[config.mk]
export PLATFORM = sky130hd
export DESIGN_NAME = cga_bus_regs
export DESIGN_NICKNAME = d
export VERILOG_FILES = /design/src/rtl/cga_bus_regs.sv
export SDC_FILE = /design/constraint.sdc
export NUM_CORES = 1
export LEC_CHECK = 0
export ABC_AREA = 1
export CORE_UTILIZATION = 40
export CTS_CLUSTER_DIAMETER = 150
export DETAILED_ROUTE_END_ITERATION = 10
export GPL_ROUTABILITY_DRIVEN = 0
export PLACE_DENSITY_LB_ADDON = 0.25
export SYNTH_ARGS = -nofsm -noshare
export SYNTH_HDL_FRONTEND = slang
export SYNTH_SLANG_ARGS = --single-unit
export TNS_END_PERCENT = 10
[constraint.sdc]
create_clock -name clk -period 6.4 [get_ports clk]
set_input_delay 1.92 -clock clk [delete_from_list [all_inputs] [get_ports clk]]
set_output_delay 1.92 -clock clk [all_outputs]
set_load 0.05 [all_outputs]
[src/rtl/cga_bus_regs.sv]
// cga_bus_regs
//   ISA front-end and register bank for a CGA/Tandy video adapter.
//   - Synchronises the ISA strobes and the CRTC status inputs.
//   - Decodes the I/O window: CRTC (base+0..7), mode control (base+8),
//     colour select (base+9), status / gate-array index (base+A) and
//     gate-array data (base+E).
//   - Holds the Tandy gate-array file: border colour, mode-2 and a palette
//     with auto-incrementing index.
//   - Generates VRAM wait states and the blink timebase.
//
// Ports
//   clk, rst_l              clock, asynchronous active-low reset
//   bus_a, bus_d            ISA address / write data
//   bus_ior_l, bus_iow_l    ISA I/O strobes (asynchronous, active low)
//   bus_memr_l, bus_memw_l  ISA memory strobes (asynchronous, active low)
//   bus_aen                 DMA cycle, blocks all I/O decode
//   bus_mem_cs              framebuffer window hit
//   bus_out, bus_dir        read data and drive enable
//   bus_rdy                 ISA ready (low while inserting wait states)
//   crtc_rdata              CRTC register read data
//   vsync_l, display_enable CRTC status (asynchronous)
//   crtc_cs, crtc_wr, crtc_rd  CRTC select and one-clk access pulses
//   control_reg, color_reg  mode control / colour select registers
//   video_enabled           display enable from the mode register
//   border_col, mode2_reg   gate-array registers 0x02 / 0x03
//   pal_rd_idx, pal_rd_data palette lookup for the pixel pipeline
//   blink_freeze, blink     blink hold input / blink square wave
module cga_bus_regs #(
    parameter logic [15:0] IO_BASE_ADDR       = 16'h3D0,
    parameter int          PAL_ENTRIES        = 16,
    parameter int          WAIT_CYCLES        = 4,
    parameter logic [23:0] BLINK_MAX          = 24'd0,
    parameter bit          NO_DISPLAY_DISABLE = 1'b0
) (
    input  logic        clk,
    input  logic        rst_l,
    input  logic [14:0] bus_a,
    input  logic        bus_ior_l,
    input  logic        bus_iow_l,
    input  logic        bus_memr_l,
    input  logic        bus_memw_l,
    input  logic        bus_aen,
    input  logic        bus_mem_cs,
    input  logic [7:0]  bus_d,
    output logic [7:0]  bus_out,
    output logic        bus_dir,
    output logic        bus_rdy,
    input  logic [7:0]  crtc_rdata,
    input  logic        vsync_l,
    input  logic        display_enable,
    output logic        crtc_cs,
    output logic        crtc_wr,
    output logic        crtc_rd,
    output logic [7:0]  control_reg,
    output logic [7:0]  color_reg,
    output logic        video_enabled,
    output logic [3:0]  border_col,
    output logic [3:0]  mode2_reg,
    input  logic [3:0]  pal_rd_idx,
    output logic [3:0]  pal_rd_data,
    input  logic        blink_freeze,
    output logic        blink
);

    localparam logic [14:0] BASE       = IO_BASE_ADDR[14:0];
    localparam logic [14:0] ADDR_CTL   = BASE + 15'd8;
    localparam logic [14:0] ADDR_COL   = BASE + 15'd9;
    localparam logic [14:0] ADDR_STAT  = BASE + 15'd10;
    localparam logic [14:0] ADDR_GADAT = BASE + 15'd14;

    typedef enum logic [1:0] {
        ST_IDLE = 2'd0,
        ST_WAIT = 2'd1,
        ST_DONE = 2'd2
    } ws_state_t;

    // ------------------------------------------------------------------
    // Input synchronisers. Bit map: 0 ior, 1 iow, 2 memr, 3 memw,
    // 4 vsync_l, 5 display_enable. All reset to 1 so that releasing reset
    // with idle strobes never looks like a falling edge.
    // ------------------------------------------------------------------
    logic [5:0] async_in;
    logic [5:0] sync1_reg;
    logic [5:0] sync2_reg;
    logic       ior_prev_reg;
    logic       iow_prev_reg;

    assign async_in = {display_enable, vsync_l, bus_memw_l, bus_memr_l,
                       bus_iow_l, bus_ior_l};

    always_ff @(posedge clk or negedge rst_l) begin
        if (!rst_l) begin
            sync1_reg    <= '1;
            sync2_reg    <= '1;
            ior_prev_reg <= 1'b1;
            iow_prev_reg <= 1'b1;
        end else begin
            sync1_reg    <= async_in;
            sync2_reg    <= sync1_reg;
            ior_prev_reg <= sync2_reg[0];
            iow_prev_reg <= sync2_reg[1];
        end
    end

    logic ior_s, iow_s, memr_s, memw_s, vsync_s, de_s;
    logic ior_fall, iow_fall;

    assign ior_s   = sync2_reg[0];
    assign iow_s   = sync2_reg[1];
    assign memr_s  = sync2_reg[2];
    assign memw_s  = sync2_reg[3];
    assign vsync_s = sync2_reg[4];
    assign de_s    = sync2_reg[5];

    // One-clock strobe edges: a long strobe still yields a single commit.
    assign ior_fall = ior_prev_reg & ~ior_s;
    assign iow_fall = iow_prev_reg & ~iow_s;

    // ------------------------------------------------------------------
    // Address decode (raw bus_a, blocked during DMA cycles)
    // ------------------------------------------------------------------
    logic sel_ctl, sel_col, sel_stat, sel_ga;

    assign crtc_cs  = ~bus_aen && (bus_a[14:3] == BASE[14:3]);
    assign sel_ctl  = ~bus_aen && (bus_a == ADDR_CTL);
    assign sel_col  = ~bus_aen && (bus_a == ADDR_COL);
    assign sel_stat = ~bus_aen && (bus_a == ADDR_STAT);
    assign sel_ga   = ~bus_aen && (bus_a == ADDR_GADAT);

    // ------------------------------------------------------------------
    // Register file
    // ------------------------------------------------------------------
    logic [4:0] ga_index_reg;
    logic       pal_hit;
    logic       pal_last;
    logic       pal_we;

    // Palette lives at gate-array indices 0x10 .. 0x10+PAL_ENTRIES-1.
    assign pal_hit  = ga_index_reg[4] &&
                      ({1'b0, ga_index_reg[3:0]} < 5'(PAL_ENTRIES));
    assign pal_last = (ga_index_reg[3:0] == 4'(PAL_ENTRIES - 1));
    assign pal_we   = iow_fall && sel_ga && pal_hit;

    always_ff @(posedge clk or negedge rst_l) begin
        if (!rst_l) begin
            control_reg  <= 8'h29;
            color_reg    <= 8'h00;
            border_col   <= 4'h0;
            mode2_reg    <= 4'h0;
            ga_index_reg <= 5'h00;
            crtc_wr      <= 1'b0;
            crtc_rd      <= 1'b0;
        end else begin
            crtc_wr <= iow_fall && crtc_cs;
            crtc_rd <= ior_fall && crtc_cs && bus_a[0];

            // Reading the status port resets the Tandy index flip-flop.
            if (ior_fall && sel_stat) begin
                ga_index_reg <= 5'h00;
            end

            if (iow_fall) begin
                if (sel_ctl) begin
                    control_reg <= bus_d;
                end
                if (sel_col) begin
                    color_reg <= bus_d;
                end
                if (sel_stat) begin
                    ga_index_reg <= bus_d[4:0];
                end
                if (sel_ga) begin
                    if (ga_index_reg == 5'h02) begin
                        border_col <= bus_d[3:0];
                    end else if (ga_index_reg == 5'h03) begin
                        mode2_reg <= bus_d[3:0];
                    end else if (pal_hit) begin
                        // Auto-increment through the palette, wrapping to
                        // the first entry after the last one.
                        ga_index_reg <= pal_last ? 5'h10 : ga_index_reg + 5'd1;
                    end
                end
            end
        end
    end

    // Palette entries are reset to identity, so they are kept in flops.
    logic [3:0] pal [PAL_ENTRIES];

    for (genvar gi = 0; gi < PAL_ENTRIES; gi++) begin : g_pal
        logic [3:0] entry_reg;

        always_ff @(posedge clk or negedge rst_l) begin
            if (!rst_l) begin
                entry_reg <= 4'(gi);
            end else if (pal_we && (ga_index_reg[3:0] == 4'(gi))) begin
                entry_reg <= bus_d[3:0];
            end
        end

        assign pal[gi] = entry_reg;
    end

    // Out-of-range lookups pass the index straight through.
    always_comb begin
        pal_rd_data = pal_rd_idx;
        for (int i = 0; i < PAL_ENTRIES; i++) begin
            if (pal_rd_idx == 4'(i)) begin
                pal_rd_data = pal[i];
            end
        end
    end

    assign video_enabled = NO_DISPLAY_DISABLE ? 1'b1 : control_reg[3];

    // ------------------------------------------------------------------
    // Read path (combinational on the raw read strobe)
    // ------------------------------------------------------------------
    always_comb begin
        bus_out = 8'h00;
        if (sel_stat && !bus_ior_l) begin
            bus_out = {4'hF, vsync_s, 2'b10, ~de_s};
        end else if (crtc_cs && bus_a[0] && !bus_ior_l) begin
            bus_out = crtc_rdata;
        end
    end

    assign bus_dir = (crtc_cs | sel_stat) & ~bus_ior_l;

    // ------------------------------------------------------------------
    // VRAM wait-state generator
    // ------------------------------------------------------------------
    logic mem_active;
    assign mem_active = ~memr_s | ~memw_s;

    if (WAIT_CYCLES == 0) begin : g_no_wait
        logic unused_mem;
        assign unused_mem = ^{bus_mem_cs, mem_active};
        assign bus_rdy    = 1'b1;
    end else begin : g_wait
        localparam int CNT_W = (WAIT_CYCLES > 2) ? $clog2(WAIT_CYCLES) : 1;
        localparam logic [CNT_W-1:0] CNT_LOAD = CNT_W'(WAIT_CYCLES - 1);

        ws_state_t        state_reg;
        logic [CNT_W-1:0] cnt_reg;
        logic             rdy_reg;

        always_ff @(posedge clk or negedge rst_l) begin
            if (!rst_l) begin
                state_reg <= ST_IDLE;
                cnt_reg   <= '0;
                rdy_reg   <= 1'b1;
            end else begin
                case (state_reg)
                    ST_IDLE: begin
                        if (bus_mem_cs && mem_active) begin
                            state_reg <= ST_WAIT;
                            cnt_reg   <= CNT_LOAD;
                            rdy_reg   <= 1'b0;
                        end
                    end
                    ST_WAIT: begin
                        // An aborted cycle must not leave the bus stalled.
                        if (!mem_active) begin
                            state_reg <= ST_IDLE;
                            rdy_reg   <= 1'b1;
                        end else if (cnt_reg == '0) begin
                            state_reg <= ST_DONE;
                            rdy_reg   <= 1'b1;
                        end else begin
                            cnt_reg <= cnt_reg - 1'b1;
                        end
                    end
                    ST_DONE: begin
                        if (!mem_active) begin
                            state_reg <= ST_IDLE;
                        end
                    end
                    default: begin
                        state_reg <= ST_IDLE;
                        rdy_reg   <= 1'b1;
                    end
                endcase
            end
        end

        assign bus_rdy = rdy_reg;
    end

    // ------------------------------------------------------------------
    // Blink timebase
    // ------------------------------------------------------------------
    logic [23:0] blink_cnt_reg;

    always_ff @(posedge clk or negedge rst_l) begin
        if (!rst_l) begin
            blink_cnt_reg <= 24'd0;
            blink         <= 1'b0;
        end else if (!blink_freeze) begin
            if (blink_cnt_reg == BLINK_MAX) begin
                blink_cnt_reg <= 24'd0;
                blink         <= ~blink;
            end else begin
                blink_cnt_reg <= blink_cnt_reg + 24'd1;
            end
        end
    end

endmodule

==> results of run 1 <==
area by class of cell:
cell class                      count  area (um2)
Fill cell                        1605        8040
Sequential cell                   139        3540
Multi-Input combinational cell    528        2760
Timing Repair Buffer               89         910
Inverter                          128         483
Clock buffer                       23         458
Tap cell                          220         275
Clock inverter                      9         125
per-stage QoR:
stage / setup slack, ns / util / instance area [um2] / hold WS, ns
floorplan: 0.215 / - / 6820 / 0.345
global placement: 0.400 / 0.480 / 7960 / 0.345
detailed placement: 0.375 / 0.480 / 7960 / 0.347
CTS: 0.367 / 0.515 / 8550 / 0.349
global route: 0.111 / 0.515 / 8550 / 0.356
finish: 0.351 / 0.515 / 8550 / 0.351
report_power, final:
part	leakage, uW	switching, uW	total [uW]	internal [uW]
registers	0.00169	40.0	975	935
logic	0.00206	163	266	103
clock network	0.000281	356	976	620
total	0.00403	559	2220	1660
how the worst min path moves through the flow:
stage	startpoint	end	slack, ns	cells after the start
2_1_floorplan	sync1_reg[0]	sync2_reg[0]	0.35	0
3_3_place_gp	sync1_reg[1]	sync2_reg[1]	0.35	0
5_1_grt	sync1_reg[1]	sync2_reg[1]	0.36	0
6_report	sync1_reg[1]	sync2_reg[1]	0.35	0
4_1_cts	sync1_reg[1]	sync2_reg[1]	0.35	0
3_5_place_dp	sync1_reg[2]	sync2_reg[2]	0.35	0
cell usage in the layout, fill, tap and decap left out, types with 10 or more instances in the layout:
cell               n
dfrtp_1           89
inv_1            108
nor3_1            14
o21ai_0           10
a21oi_1           29
nand2_4           17
nand2_1          178
clkdlybuf4s50_1   75
o21ai_1           86
inv_2             18
nand4_1           16
nand3_1           26
clkbuf_16         17
dfstp_2           50
nor2_1            78
cells by family after synthesis:
group,share of synthesized area
and+or+nand+nor,0.258
DFF,0.519
AOI/OAI and AO/OA,0.106
buffers and inverters,0.0764
adders and majority gates,0.0128
muxes,0.0117
xor gates and xnor gates,0.0154
worst register-to-register path: stages, from the launching register on:
cell and delay, ns:
dfstp_2 0.51, inv_1 0.04, nor2_2 0.22, inv_2 0.15
nor2_1 0.13, inv_1 0.06, nor3_1 0.21, inv_2 0.07
nor2_2 0.29, inv_2 0.14, a21oi_1 0.16, inv_1 0.05
metal layers:
| metal | track usage | up-vias |
|---|---|---|
| met1 | 0.259 | 2524 |
| li1 | - | 2788 |
| met3 | 0.0536 | 24 |
| met5 | 0 | - |
| met4 | 0.0760 | 0 |
| met2 | 0.287 | 108 |
==> key figures, run 1 <==
Status
  – Outcome: completed

Clocking
  – Root Buffer: clkbuf_16
  – Clk slew on worst S/H paths: 0.06 ns
  – TritonCTS clock tree: built
  – H-tree levels: 4
  – CTS max path bufs: 2
  – Clk Latency, worst-skew pair: 0.42 ns
  – Hold Buf Count CTS: 0
  – CTS Buf Count: 17
  – Post CTS Setup Buffer Count: 0
  – Post-cts resize count: 0
  – # clock sinks: 139

Floorplanning
  – Core Region: 16600 um2
  – Die height: 133 um
  – Die width: 133 um
  – Ports: 89
  – DIE AREA: 17600 um2
  – Initial Util: 0.411
  – FP Rows: 47

Synthesis
  – Sequential-to-total area share from yosys stat: 0.519
  – Post-Synthesis Cells: 804
  – Yosys warning total: 0
  – Synth Flop Type: dfrtp_1
  – Synth top area cells: dfrtp_1 33%, dfstp_2 19%, nand2_1 9.8%, o21ai_1 6.3%, inv_1 5.9%
  – Most common cell in the netlist: nand2_1
  – Cell accounting for the most synthesized area: dfrtp_1
  – Yosys reg bits: 139
  – Post-synth net total: 857
  – Post-synth top cells: 178 x nand2_1, 108 x inv_1, 89 x dfrtp_1, 86 x o21ai_1, 78 x nor2_1
  – EDFF count, synth: 0
  – Distinct cells, synth: 43
  – Syn avg cell area: 8.48 um2
  – Cell area after synthesis: 6820 um2
  – Share of the synthesized area in the top cell type: 0.327
  – Ys async rst share: 1.00

Worst setup path
  – Instance count on the critical path: 23
  – R2r startpoint: iow_prev_reg
  – Max Fanout on Critical Path: 5
  – CP cell instances: clkdlybuf4s50_1 > inv_2 > nor2_1 > inv_2 > nor2_1 > inv_2 > o21ai_1 > inv_1 > nand2_1 > nand2_1 > nand2_1 > nand2_1 > nand2_1 > nand2_1 > nand2_1 > nand2_1 > nand2_1 > nand2_1 > nand2_1 > nand2_1 > nand2_1 > nand2_1 > buf_12
  – Register-to-Register Path Depth: 11
  – Worst Setup EP: pal_rd_data[0]
  – Register-to-Register Setup Slack: 4.27 ns
  – Most common cell on crit path: nand2_1
  – Worst EP required: 4.48 ns
  – Worst Setup SP: pal_rd_idx[2]
  – Max stage delay on crit path: 0.53 ns
  – CP max stage cell: clkdlybuf4s50_1
  – Element type at the critical path start: input pin
  – Reg-to-Reg End: color_reg[2]
  – Top delay family on crit path: simple AND/OR/NAND/NOR gates
  – Worst Setup End Kind: output pin
  – CP Class: in -> out
  – CP arrival: 4.13 ns
  – CP Buf/Inv Count: 6

Job
  – Number of max-cap violations: 0

Final layout
  – Max reg flops: 64
  – ANT cells: 0
  – Fin cells: 1136
  – P&R area growth vs syn: 25.4%
  – Layout cells sized above 1: 0.158
  – Final nets: 956

Drt
  – Met1 wire length: 7.49 mm
  – ANT nets after route: 0
  – Detailed Routing Iterations Pass 1: 4
  – Wire per inst: 13.6 um
  – Met2 routed wirelength: 6.85 mm
  – DR DRC count: 0
  – Vias after detailed routing: 5444
  – Avg Vias per Cell: 4.79
  – Met3 WL: 871 um
  – 1st-iter DRT viols: 352
  – Uppermost layer routed: met4
  – WL final: 15.5 mm

Timing
  – Tcrit/Tclk final: 0.945
  – Final Hold Viols: 0
  – Minimum clock period: 6.05 ns
  – Worst-Margin Slew: 0.934 ns
  – Final setup skew: 0.00687 ns
  – Rel. slew slack: 0.376
  – # setup viols final: 0
  – Max-slew violation count: 0
  – Total negative setup slack: 0 ns
  – Max Clk Rate: 165 MHz
  – RSZ-0062 raised after global routing: no

Power and ir drop
  – Power Dens Cells: 259 nW/um2
  – Maximum vdd drop: 0.000198 V
  – Total power: 2220 uW
  – Leakage: 0.00403 uW

Global route
  – Total track usage: 0.191
  – First-pass GRT wire length: 26.5 mm
  – Initial antenna violation count: 0
  – Largest net degree at the start of global routing: 94
  – Vias in the first global route: 5256
  – Total congestion overflow: 0

Placed design
  – Dpl cells: 1104
  – Hpwl dp: 10.8 mm
  – Port Buffers: 88

Hold path
  – Hold Path Class: reg -> reg
(Power assumes the default switching activity.)
==> run 2: changes to the inputs <==
--- a/config.mk
+++ b/config.mk
@@ -6,7 +6,9 @@
 export NUM_CORES = 1
 export LEC_CHECK = 0
 export ABC_AREA = 1
-export CORE_UTILIZATION = 40
+export CELL_PAD_IN_SITES_DETAIL_PLACEMENT = 1
+export CELL_PAD_IN_SITES_GLOBAL_PLACEMENT = 1
+export CORE_UTILIZATION = 39
 export CTS_CLUSTER_DIAMETER = 150
 export DETAILED_ROUTE_END_ITERATION = 10
 export GPL_ROUTABILITY_DRIVEN = 0
==> run 2 against run 1 <==
Total power fell by 1.4%. Register-to-register slack worse by 0.20 ns. Critical path depth did not move. Flip-flop and latch count did not move. Via count up 2.8%. Clock skew grew 0.0020 ns. Hold slack gained 0.0056 ns. Count of clock-buffer cells in the layout down 4. Setup slack better by 0.0074 ns. First-iteration DRC count shrank 28%. Routed wire length rose by 18%. Critical endpoint unchanged. Highest routed layer unchanged. Cell area down 0.41%.
==> key figures, run 2 (same netlist as run 1, synthesis figures left out) <==
Final layout
  – ANT cells: 0 (unchanged)
  – Layout cells sized above 1: 0.162 (+0.00419)
  – P&R area growth vs syn: 24.9%
  – Commonest non-fill, non-tap cell in the layout: nand2_1
  – Final Util: 0.506 (-0.00929)
  – Max reg flops: 64 (unchanged)
  – Most frequent cells in the layout: 178 x nand2_1, 108 x inv_1, 89 x dfrtp_1
  – Final nets: 957 (+0.10%)

Drt
  – Met2 routed wirelength: 8.84 mm (+29%)
  – DR DRC count: 0 (unchanged)
  – Met1 wire length: 8.47 mm (+13%)
  – ANT nets after route: 0 (unchanged)
  – Avg Vias per Cell: 4.92 (+2.7%)
  – Met3 WL: 784 um (-10%)
  – Wire per inst: 16.1 um (+18%)
  – 1st-iter DRT viols: 254 (-28%)
  – Detailed Routing Iterations Pass 1: 4 (unchanged)
  – Uppermost layer routed: met4
  – WL final: 18.3 mm (+18%)
  – Vias after detailed routing: 5594 (+2.8%)

Worst setup path
  – Max Fanout on Critical Path: 5 (unchanged)
  – Element type at the critical path start: input pin
  – Max stage delay on crit path: 0.54 ns (about the same)
  – Register-to-Register Setup Slack: 4.07 ns (-0.20 ns)
  – CP arrival: 4.12 ns (about the same)
  – Register-to-Register Path Depth: 11 (unchanged)
  – CP max stage cell: clkdlybuf4s50_1
  – Most common cell on crit path: nand2_1
  – R2r startpoint: iow_prev_reg
  – CP Buf/Inv Count: 6 (unchanged)
  – CP Class: in -> out
  – CP cell instances: clkdlybuf4s50_1 > inv_2 > nor2_1 > inv_2 > nor2_1 > inv_2 > o21ai_1 > inv_1 > nand2_1 > nand2_1 > nand2_1 > nand2_1 > nand2_1 > nand2_1 > nand2_1 > nand2_1 > nand2_1 > nand2_1 > nand2_1 > nand2_1 > nand2_1 > nand2_1 > buf_4
  – Reg-to-Reg End: color_reg[3]
  – Worst Setup End Kind: output pin
  – Top delay family on crit path: simple AND/OR/NAND/NOR gates
  – Worst EP required: 4.48 ns (about the same)

Global route
  – Vias in the first global route: 6071 (+16%)
  – Largest net degree at the start of global routing: 90 (-4.3%)
  – First-pass GRT wire length: 30.9 mm (+17%)
  – Total track usage: 0.218 (+0.0277)
  – Initial antenna violation count: 0 (unchanged)
  – Total congestion overflow: 0 (unchanged)

Clocking
  – TritonCTS clock tree: built
  – # clock sinks: 139 (unchanged)
  – Root Buffer: clkbuf_16
  – H-tree levels: 4 (unchanged)
  – Post CTS Setup Buffer Count: 0 (unchanged)
  – CTS Buf Count: 17 (unchanged)
  – CTS max path bufs: 2 (unchanged)
  – Clk Latency, worst-skew pair: 0.42 ns (about the same)
  – Hold Buf Count CTS: 0 (unchanged)
  – Clk slew on worst S/H paths: 0.06 ns (about the same)
  – Post-cts resize count: 0 (unchanged)

Timing
  – Worst-Margin Slew: 0.935 ns (+0.000699 ns)
  – Tcrit/Tclk final: 0.944 (-0.00115)
  – RSZ-0062 raised after global routing: no
  – # setup viols final: 0 (unchanged)
  – Max Clk Rate: 166 MHz (+0.12%)
  – Total negative setup slack: 0 ns (unchanged)
  – Max-slew violation count: 0 (unchanged)
  – Final Hold Viols: 0 (unchanged)
  – Worst Hold Slack: 0.357 ns (+0.00560 ns)
  – Rel. slew slack: 0.376 (-0.000467)
  – Minimum clock period: 6.04 ns (-0.00735 ns)
  – Final setup skew: 0.00887 ns (+0.00199 ns)

Status
  – Outcome: completed

Floorplanning
  – Die height: 134 um (+1.3%)
  – Ports: 89 (unchanged)
  – Initial Util: 0.405 (-0.00575)
  – FP Rows: 47 (unchanged)
  – DIE AREA: 18000 um2 (+2.5%)
  – Die width: 134 um (+1.3%)
  – Core Region: 16800 um2 (+1.4%)

Placed design
  – Port Buffers: 88 (unchanged)
  – Hpwl dp: 13.2 mm (+22%)

Power and ir drop
  – Power Dens Cells: 257 nW/um2 (-1.0%)
  – Maximum vdd drop: 0.000201 V (+1.8%)
  – Total power: 2190 uW (-1.4%)
  – Leakage: 0.00400 uW (-0.68%)

Hold path
  – Hold Path Class: reg -> reg
  – Hold depth: 0 (unchanged)
  – Hold Path End: sync2_reg[1]
  – Worst hold start: sync1_reg[1]

Job
  – Number of max-cap violations: 0 (unchanged)
-- run 2: cell types whose count changed in the layout (fill, tap and decap cells not counted), moves of 2 or more --
cell	before	now
buf_4	9	11
bufinv_16	3	1
clkbuf_1	5	2
clkinv_2	4	2
clkinv_4	0	2
clkinvlp_4	2	6
inv_6	0	2
-- run 2: area by class of cell --
cell class                      instances  area [um2]
Tap cell                              220         275
Inverter                              128         483
Multi-Input combinational cell        528        2760
Timing Repair Buffer                   90         905
Clock inverter                         13         120
Clock buffer                           19         433
Fill cell                            2020        8310
Sequential cell                       139        3540
-- run 2: power breakdown --
part           switching (uW)  internal (uW)  leakage, uW
Clock                     394            535     0.000252
Combinational             173            102      0.00206
Sequential               46.6            935      0.00169
-- run 2: routing by layer --
layer,vias up,track usage
li1,2786,-
met1,2723,0.276
met2,74,0.367
met3,11,0.0612
met4,0,0.0556
met5,-,0
-- run 2: how the worst max path moves through the flow --
stage | slack (ns) | depth (start not counted) | from | end
finish | 0.36 | 23 | pal_rd_idx[2] | pal_rd_data[0]
global route | 0.05 | 23 | pal_rd_idx[2] | pal_rd_data[0]
CTS | 0.31 | 23 | pal_rd_idx[2] | pal_rd_data[0]
detailed placement | 0.33 | 23 | pal_rd_idx[2] | pal_rd_data[0]
global placement | 0.34 | 23 | pal_rd_idx[2] | pal_rd_data[0]
floorplan | 0.22 | 5 | bus_a[10] | bus_out[0]
-- run 2: metrics by stage --
step | instances | worst slack (ns) | area (um2)
4_1_cts | 1137 | 0.310 | 8510
3_5_place_dp | 1105 | 0.332 | 7960
6_report | 1137 | 0.358 | 8510
3_3_place_gp | 1105 | 0.343 | 7960
5_1_grt | 1137 | 0.0545 | 8510
2_1_floorplan | 804 | 0.215 | 6820
